===== config.mk =====
export PLATFORM = sky130hd
export DESIGN_NAME = lct_quality_monitor
export DESIGN_NICKNAME = d
export VERILOG_FILES = /design/src/rtl/lct_quality_pkg.sv /design/src/rtl/lct_sat_counter.sv /design/src/rtl/lct_quality_monitor.sv
export SDC_FILE = /design/constraint.sdc
export NUM_CORES = 1
export LEC_CHECK = 0
export ABC_AREA = 1
export BUFFER_PORTS_ARGS = -buffer_cell sky130_fd_sc_hd__buf_2
export CAP_MARGIN = 30
export CORE_ASPECT_RATIO = 1.5
export CORE_MARGIN = 2
export CORE_UTILIZATION = 40
export CTS_BUF_LIST = sky130_fd_sc_hd__clkbuf_8
export DETAILED_ROUTE_END_ITERATION = 12
export HOLD_SLACK_MARGIN = 0.02
export SETUP_SLACK_MARGIN = 0.5
export SKIP_LAST_GASP = 1
export SYNTH_ARGS = -nofsm -noshare
export SYNTH_HDL_FRONTEND = slang
export SYNTH_HIERARCHICAL = 1
export SYNTH_SLANG_ARGS = --single-unit

===== constraint.sdc =====
create_clock -name clock -period 20 [get_ports clock]
set_clock_uncertainty 0.2 [all_clocks]
set_input_delay 3 -clock clock [delete_from_list [all_inputs] [get_ports clock]]
set_output_delay 3 -clock clock [all_outputs]
set_load 0.01 [all_outputs]

===== src/rtl/lct_quality_pkg.sv =====
// LCT quality code map, FSM encoding and decode helpers
// shared by the receive-side quality monitor.
package lct_quality_pkg;

  localparam logic [3:0] Q_HQ_MIN    = 4'd11;
  localparam logic [3:0] Q_HQ_MAX    = 4'd15;
  localparam logic [3:0] Q_ACCEL     = 4'd8;
  localparam logic [3:0] Q_MARG_A    = 4'd7;
  localparam logic [3:0] Q_MARG_C    = 4'd6;
  localparam logic [3:0] Q_MARG_AC   = 4'd5;
  localparam logic [3:0] Q_LAYER     = 4'd3;
  localparam logic [3:0] Q_CLCT_ONLY = 4'd2;
  localparam logic [3:0] Q_ALCT_ONLY = 4'd1;

  localparam int N_BINS = 16;

  typedef enum logic [1:0] {
    ST_IDLE,
    ST_RUN,
    ST_SNAP,
    ST_DONE
  } state_e;

  typedef struct packed {
    logic       hq;
    logic [2:0] bend;
    logic       accel;
    logic       marg_a;
    logic       marg_c;
    logic       layer;
    logic       clct_only;
    logic       alct_only;
    logic       reserved;
  } dec_t;

  function automatic logic is_reserved(logic [3:0] q);
    return (q == 4'd0) || (q == 4'd4) ||
           (q == 4'd9) || (q == 4'd10);
  endfunction

  function automatic dec_t lct_decode(logic [3:0] q);
    dec_t d;
    logic [3:0] off;
    d = '0;
    off = q - Q_HQ_MIN;
    if (q inside {[Q_HQ_MIN:Q_HQ_MAX]}) begin
      d.hq   = 1'b1;
      d.bend = off[2:0];
    end
    d.accel     = (q == Q_ACCEL);
    d.marg_a    = (q == Q_MARG_A) || (q == Q_MARG_AC);
    d.marg_c    = (q == Q_MARG_C) || (q == Q_MARG_AC);
    d.layer     = (q == Q_LAYER);
    d.clct_only = (q == Q_CLCT_ONLY);
    d.alct_only = (q == Q_ALCT_ONLY);
    d.reserved  = is_reserved(q);
    return d;
  endfunction

endpackage


===== src/rtl/lct_sat_counter.sv =====
// Saturating counter, 0..2 per cycle, synchronous clear.
// SHOW_NEXT selects whether val_o shows the next or current count.
module lct_sat_counter #(
  parameter int CNT_WIDTH = 16,
  parameter bit SHOW_NEXT = 1'b0
) (
  input  logic                 clk_i,
  input  logic                 rst_i,
  input  logic                 clr_i,
  input  logic [1:0]           inc_i,
  output logic [CNT_WIDTH-1:0] val_o
);

  localparam logic [CNT_WIDTH-1:0] MAX = '1;

  logic [CNT_WIDTH-1:0] cnt_q;
  logic [CNT_WIDTH-1:0] cnt_d;
  logic [CNT_WIDTH:0]   sum;

  always_comb begin
    sum   = {1'b0, cnt_q} + (CNT_WIDTH+1)'(inc_i);
    cnt_d = (sum > {1'b0, MAX}) ? MAX : sum[CNT_WIDTH-1:0];
  end

  always_ff @(posedge clk_i) begin
    if (rst_i || clr_i) cnt_q <= '0;
    else                cnt_q <= cnt_d;
  end

  assign val_o = SHOW_NEXT ? cnt_d : cnt_q;

endmodule


===== src/rtl/lct_quality_monitor.sv =====
// Decodes TMB LCT quality and histograms it with snapshot/clear.
// LCT_QUALITY_SECOND_EN adds the second LCT of the bx.
module lct_quality_monitor
  import lct_quality_pkg::*;
#(
  parameter int CNT_WIDTH = 16,
  parameter int RST_RUN   = 0
) (
  input  logic                 clock,
  input  logic                 global_reset,
  input  logic                 run_en,
  input  logic                 lct0_vpf,
  input  logic [3:0]           lct0_q,
`ifdef LCT_QUALITY_SECOND_EN
  input  logic                 lct1_vpf,
  input  logic [3:0]           lct1_q,
  output logic                 dec_valid_1,
  output logic                 dec_hq_1,
  output logic [2:0]           dec_bend_1,
  output logic                 dec_accel_1,
  output logic                 dec_marg_a_1,
  output logic                 dec_marg_c_1,
  output logic                 dec_layer_1,
  output logic                 dec_clct_only_1,
  output logic                 dec_alct_only_1,
  output logic                 dec_reserved_1,
`endif
  input  logic                 snap_req,
  output logic                 snap_done,
  input  logic [3:0]           cnt_sel,
  output logic [CNT_WIDTH-1:0] cnt_rd_data,
  output logic                 dec_valid,
  output logic                 dec_hq,
  output logic [2:0]           dec_bend,
  output logic                 dec_accel,
  output logic                 dec_marg_a,
  output logic                 dec_marg_c,
  output logic                 dec_layer,
  output logic                 dec_clct_only,
  output logic                 dec_alct_only,
  output logic                 dec_reserved,
  output logic [CNT_WIDTH-1:0] err_cnt,
  output logic                 busy
);

  localparam state_e ST_RST = (RST_RUN != 0) ? ST_RUN : ST_IDLE;

  state_e state_q, state_d;

  always_ff @(posedge clock) begin
    if (global_reset) state_q <= ST_RST;
    else              state_q <= state_d;
  end

  always_comb begin
    state_d = state_q;
    unique case (state_q)
      ST_IDLE: if (run_en) state_d = ST_RUN;
      ST_RUN: begin
        if (!run_en)       state_d = ST_IDLE;
        else if (snap_req) state_d = ST_SNAP;
      end
      ST_SNAP: state_d = ST_DONE;
      ST_DONE: begin
        if (!snap_req) state_d = run_en ? ST_RUN : ST_IDLE;
      end
      default: state_d = ST_IDLE;
    endcase
  end

  logic cnt_en, snap_now;
  assign cnt_en    = (state_q != ST_IDLE);
  assign snap_now  = (state_q == ST_SNAP);
  assign busy      = (state_q != ST_IDLE);
  assign snap_done = (state_q == ST_DONE);

  dec_t dec0_q;
  logic dv0_q;

  always_ff @(posedge clock) begin
    if (global_reset) begin
      dv0_q  <= 1'b0;
      dec0_q <= '0;
    end else begin
      dv0_q  <= lct0_vpf;
      dec0_q <= lct0_vpf ? lct_decode(lct0_q) : '0;
    end
  end

  assign dec_valid     = dv0_q;
  assign dec_hq        = dec0_q.hq;
  assign dec_bend      = dec0_q.bend;
  assign dec_accel     = dec0_q.accel;
  assign dec_marg_a    = dec0_q.marg_a;
  assign dec_marg_c    = dec0_q.marg_c;
  assign dec_layer     = dec0_q.layer;
  assign dec_clct_only = dec0_q.clct_only;
  assign dec_alct_only = dec0_q.alct_only;
  assign dec_reserved  = dec0_q.reserved;

`ifdef LCT_QUALITY_SECOND_EN
  dec_t dec1_q;
  logic dv1_q;

  always_ff @(posedge clock) begin
    if (global_reset) begin
      dv1_q  <= 1'b0;
      dec1_q <= '0;
    end else begin
      dv1_q  <= lct1_vpf;
      dec1_q <= lct1_vpf ? lct_decode(lct1_q) : '0;
    end
  end

  assign dec_valid_1     = dv1_q;
  assign dec_hq_1        = dec1_q.hq;
  assign dec_bend_1      = dec1_q.bend;
  assign dec_accel_1     = dec1_q.accel;
  assign dec_marg_a_1    = dec1_q.marg_a;
  assign dec_marg_c_1    = dec1_q.marg_c;
  assign dec_layer_1     = dec1_q.layer;
  assign dec_clct_only_1 = dec1_q.clct_only;
  assign dec_alct_only_1 = dec1_q.alct_only;
  assign dec_reserved_1  = dec1_q.reserved;
`endif

  // slot N_BINS is the reserved-Q error counter
  logic [1:0]           inc [N_BINS+1];
  logic [CNT_WIDTH-1:0] val [N_BINS+1];

  always_comb begin
    for (int i = 0; i <= N_BINS; i++) inc[i] = 2'd0;
    if (cnt_en) begin
      for (int i = 0; i < N_BINS; i++) begin
        if (lct0_vpf && lct0_q == 4'(i)) inc[i] = inc[i] + 2'd1;
`ifdef LCT_QUALITY_SECOND_EN
        if (lct1_vpf && lct1_q == 4'(i)) inc[i] = inc[i] + 2'd1;
`endif
      end
      if (lct0_vpf && is_reserved(lct0_q))
        inc[N_BINS] = inc[N_BINS] + 2'd1;
`ifdef LCT_QUALITY_SECOND_EN
      if (lct1_vpf && is_reserved(lct1_q))
        inc[N_BINS] = inc[N_BINS] + 2'd1;
`endif
    end
  end

  for (genvar g = 0; g <= N_BINS; g++) begin : g_cnt
    lct_sat_counter #(
      .CNT_WIDTH (CNT_WIDTH),
      .SHOW_NEXT (g < N_BINS)
    ) u_cnt (
      .clk_i (clock),
      .rst_i (global_reset),
      .clr_i (snap_now),
      .inc_i (inc[g]),
      .val_o (val[g])
    );
  end

  assign err_cnt = val[N_BINS];

  logic [CNT_WIDTH-1:0] snap_q [N_BINS];
  logic [CNT_WIDTH-1:0] rd_q;

  // bins expose next-count, so the copy includes this cycle's LCT
  always_ff @(posedge clock) begin
    if (global_reset) begin
      for (int i = 0; i < N_BINS; i++) snap_q[i] <= '0;
      rd_q <= '0;
    end else begin
      if (snap_now)
        for (int i = 0; i < N_BINS; i++) snap_q[i] <= val[i];
      rd_q <= snap_q[cnt_sel];
    end
  end

  assign cnt_rd_data = rd_q;

endmodule


# --- After elaboration in Yosys (flattened, before gate mapping) ---
# Memory sizes are Yosys's and may differ from the RTL's. A register that Yosys moved wholly into a read port is not among the register bits.
# Index checks and enable logic that the tools add are counted.
classes:
  n_addsub: 18
  order_cmp: 19
  eq_ne: 21
  n_mux: 63
  bitwise: 18
  n_reduce_logical: 30
ops:
  columns: ["operator", "n"]
  rows:
  - ["$mux W16", 33]
  - ["$gt A17 B16 Y1 const B", 17]
  - ["$add A16 B2 Y17", 16]
  - ["$mux W33", 1]
  - ["$eq A4 B4 Y1 const B", 8]
  - ["$mux W1", 23]
  - ["$logic_and A1 B1 Y1", 18]
  - ["$add A16 B1 Y17", 1]
  - ["$eq A4 B3 Y1 const B", 4]
  - ["$or A1 B1 Y1", 16]
  - ["$eq A4 B2 Y1 const B", 2]
  - ["$mux W2", 4]
  - ["$pmux W2 S4", 1]
  - ["$logic_or A1 B1 Y1", 6]
  - ["$eq A2 B2 Y1 const B", 2]
  - ["$eq A4 B1 Y1 const B", 1]
  - ["$ge A4 B4 Y1 const B", 1]
  - ["$le A4 B4 Y1 const B", 1]
  - ["$logic_not A4 Y1", 1]
  - ["$mux W4", 1]
  - ["$ne A2 B2 Y1 const B", 2]
  - ["$ne A3 B3 Y1 const B", 1]
  - ["$reduce_and A3 Y1", 1]
  - ["$reduce_or A3 Y1", 1]
  - ["other kinds (6)", 7]
totals:
  register_bits: 286
  mem_bits_rw: 256
  out_inout_bits: 46
  elab_cells: 198
  memories: 1
mem_list:
  columns: ["name", "depth", "word_bits", "read_ports", "rd_clocked_by_memory_dff", "wr", "line", "source"]
  rows:
  - ["snap_q", 16, 16, 1, 1, 16, "lct_quality_monitor.sv:164", "logic [CNT_WIDTH-1:0] snap_q [N_BINS];"]

# --- Logic depth before layout (Yosys ltp) ---
logic_depth:
  word_depth: 11
  mapped_depth: 15
  mapped_depth_nobuf: 15

# --- Modules after synthesis ---
# The synthesis kept the hierarchy.
modules_own_cells:
  columns: ["module", "n_inst", "cells_each", "area_per_inst_um2"]
  rows:
  - ["lct_quality_monitor", 1, 1651, 13859.5]
  - ["lct_sat_counter (g_cnt[0].u_cnt ...)", 10, 142, 975.9]
  - ["lct_sat_counter (g_cnt[14].u_cnt ...)", 6, 136, 992.2]
  - ["lct_sat_counter (g_cnt[16].u_cnt)", 1, 123, 935.9]

# --- Worst setup path before layout ---
# No wires, ideal clock.
synth_path:
  kind: "reg2reg"
  start: "register with a tool-made name"
  end: "memory snap_q[0][0] (enable)"
  setup_ns: 1.227
  t_arrival_ns: 18.243
  required_time_ns: 18.573
  setup_slack_ns: 0.330
  path_stages_with_launch: 3
  path_buffers: 0
  synth_period_minus_slack_ns: 19.670
  path_cell_list: "dfxtp_1 > inv_1 > o21ai_0"
synth_rtl:
  columns: ["item", "line"]
  rows:
  - ["to (decl)", "lct_quality_monitor.sv:164"]

==> flow_metrics.env <==
export IMPL_outcome="complete, no violations"
export IMPL_fill_cells=7858
export IMPL_syn_inst=4010
export IMPL_tightest_slew_ns=1.00
export IMPL_crit_type="in2reg"
export IMPL_setup_viol=0
export IMPL_tritoncts_num_sinks=558
export IMPL_finish_utilization_pct=43.7
export IMPL_fin_crit_sh_pct=26.9
export IMPL_ios=59
export IMPL_cp_start_kind="input port"
export IMPL_die_y_um=342
export IMPL_first_global_vias=24204
export IMPL_synth_distinct_cells=39
export IMPL_htree_levels=3
export IMPL_cp_end_kind="register"
export IMPL_gp_congestion=0.873
export IMPL_fp_dieArea_mm2=0.0785
export IMPL_cap_viol_max_count=0
export IMPL_synth_top_area_share_pct=25.2
export IMPL_drc=0
export IMPL_cts_resized=0
export IMPL_cts_buffers=90
export IMPL_wire_per_inst_um=15.1
export IMPL_synth_top_area_cell="edfxtp_1"
export IMPL_ys_seq_area_share_pct=45.0
export IMPL_drt_wl_total_mm=77.8
export IMPL_floorplan_initialDensity_pct=40.2
export IMPL_worst_slack_ns=14.62
export IMPL_rows=124
export IMPL_drive_above_1_share_pct=10.4
export IMPL_final_nets=4132
export IMPL_hold_class="reg2reg"
export IMPL_arrival_ns=5.62
export IMPL_final_cells=5146
export IMPL_yosysWarnings=6
export IMPL_ys_flop_type="dfxtp_1"
export IMPL_final_antenna_net_count=0
export IMPL_die_w_um=229
export IMPL_report_power_total_mw=2.37
export IMPL_final_hold_viol_count=0
export IMPL_viasPerCell=4.73
export IMPL_relSlewSlack_pct=33.4
export IMPL_ctsLongestPathBuffers=3
export IMPL_coreArea_mm2=0.0759
export IMPL_clk_pin_slew_worst_paths_ns=0.06
export IMPL_root_buffer="clkbuf_8"
export IMPL_async_flop_share_pct=0
export IMPL_dr_pass1_iters=5
export IMPL_synth_most_common_cell="nand2_1"
export IMPL_clock_latency_ns=0.72
export IMPL_cp_required_ns=20.24
export IMPL_vias=24317
export IMPL_timing_final_crit_period_ns=5.38
export IMPL_powerDensity_mw_per_mm2=71.5
export IMPL_grt_setup_unrepaired="no"
export IMPL_yosys_top_cells_area="edfxtp_1, dfxtp_1, nand2_1"
export IMPL_postCtsHoldBufs=0
export IMPL_ir_worst_vdd_v=0.0000699
export IMPL_port_buffer_count=58
export IMPL_synth_seq_cells=558
export IMPL_synth_area_mm2=0.0305
export IMPL_syn2layout_area_growth_pct=8.70
export IMPL_grt_max_degree=106
export IMPL_finalSetupTns_ns=0
export IMPL_synth_edf_count=256
export IMPL_max_freq_mhz=186
export IMPL_antenna_found_initial=4
export IMPL_yosys_top_cells_count="nand2_1, inv_1, nor2_1"
export IMPL_path_max_fanout=6
export IMPL_slew_violations=0
export IMPL_syn_area_per_cell_um2=7.61
export IMPL_grt_pass1_wl_mm=125
export IMPL_place_hpwl_mm=55.2
export IMPL_cts_setup_buffers=0
export IMPL_place_ws_ns=13.83
export IMPL_grt_overflow_total=0
export IMPL_cts_tree="done"
export IMPL_drt_iter0_drc=1427
export IMPL_grt_usage_pct=20.0
export IMPL_placed_cells=4980
export IMPL_p_leak_nw=14.5
==> worst max-delay path: stages <==
cell	delay, ns
buf_2	0.07
inv_1	0.05
nor2_1	0.31
nand2_1	0.22
nor2_1	0.58
ha_1	0.31
fa_1	0.24
nand2_2	0.10
nor2_8	0.15
nand2_1	0.10
nor2_1	0.16
nand2_1	0.07
nand2_1	0.10
nand2_1	0.06
inv_1	0.05
nor2_1	0.03
==> power breakdown <==
part	total, mW	internal (mW)	leakage, nW	switching [mW]
registers	1.25	1.23	5.10	0.0188
logic	0.163	0.0445	8.38	0.119
clock network	0.963	0.488	1.02	0.475
==> through the flow <==
| step | area [um2] | hold WS (ns) |
|---|---|---|
| after CTS | 33200 | 0.379 |
| after floorplan | 30600 | 0.329 |
| final | 33200 | 0.377 |
| after global routing | 33200 | 0.411 |
| after detailed placement | 31400 | 0.363 |
| after global placement | 31400 | 0.363 |
==> path summary, 6_finish.rpt <==
check | start | cells past startpoint | end | slack [ns]
setup / recovery | lct0_vpf | 16 | snap_q[9][10]$_SDFFCE_PN0P_ | 14.62
hold / removal | g_cnt[16].u_cnt/val_o[15]$_SDFF_PP0_ | 2 | g_cnt[16].u_cnt/val_o[15]$_SDFF_PP0_ | 0.38
setup reg to reg | state_q[0]$_SDFFE_PP0P_ | 15 | snap_q[9][10]$_SDFFCE_PN0P_ | 16.33
hold reg to reg | g_cnt[16].u_cnt/val_o[15]$_SDFF_PP0_ | 2 | g_cnt[16].u_cnt/val_o[15]$_SDFF_PP0_ | 0.38
==> layout make-up <==
class | instances | area (um2) | share of cell area [%]
Multi-Input combinational cell | 2687 | 13600 | 40.9
Inverter | 655 | 2460 | 7.42
Timing Repair Buffer | 72 | 433 | 1.31
Sequential cell | 558 | 13700 | 41.4
Tap cell | 1008 | 1260 | 3.80
Clock inverter | 64 | 323 | 0.973
Antenna cell | 1 | 2.50 | 0.00755
Clock buffer | 101 | 1390 | 4.19
==> cell usage in the layout (no fill, tap or decap), drive strengths merged <==
cell type  Yosys  routed
nand2       1249    1249
inv          655     695
nor2         538     538
dfxtp        302     302
a21oi        278     278
edfxtp       256     256
nand3        249     249
clkbuf        28     101
xor2          80      80
buf          115      72
o21ai         62      62
nand4         51      51
xnor2         40      40
ha            38      38
conb           1      34
o21bai        28      28
clkinv         0      20
fa            17      17
nor3          14      14
or2            6       6
clkinvlp       0       2
bufinv         0       2
diode          0       1
a221oi         1       1
a211oi         1       1
nand3b         1       1
==> flip-flops by register name, indices dropped and copies added, names as in the netlist, 3 cells and up, named ones only <==
signal / cells
cnt_rd_data: 16
dec_bend: 3
g_cnt.u_cnt/cnt_q: 256
g_cnt.u_cnt/val_o: 16
snap_q: 256
==> per-layer routing <==
layer | global-route usage, % | share of wire (%) | up-vias
li1 | - | - | 12494
met1 | 22.9 | 40 | 11270
met2 | 37.8 | 53 | 421
met3 | 2.42 | 3.7 | 130
met4 | 7.55 | 3.0 | 2
met5 | 0 | 0.014 | -
==> cells by family (layout without fill, tap and decap cells) <==
group	count (synthesis)	in the layout	share of synthesized area, %
adders and majority gates	55	55	2.67
DFF	558	558	45.0
other	1	35	0.0123
AOI/OAI and AO/OA	370	370	7.55
buffers and inverters	798	892	11.0
xor gates and xnor gates	120	120	3.45
and+or+nand+nor	2108	2108	30.3
No activity file was read; power rests on OpenSTA's default activity.
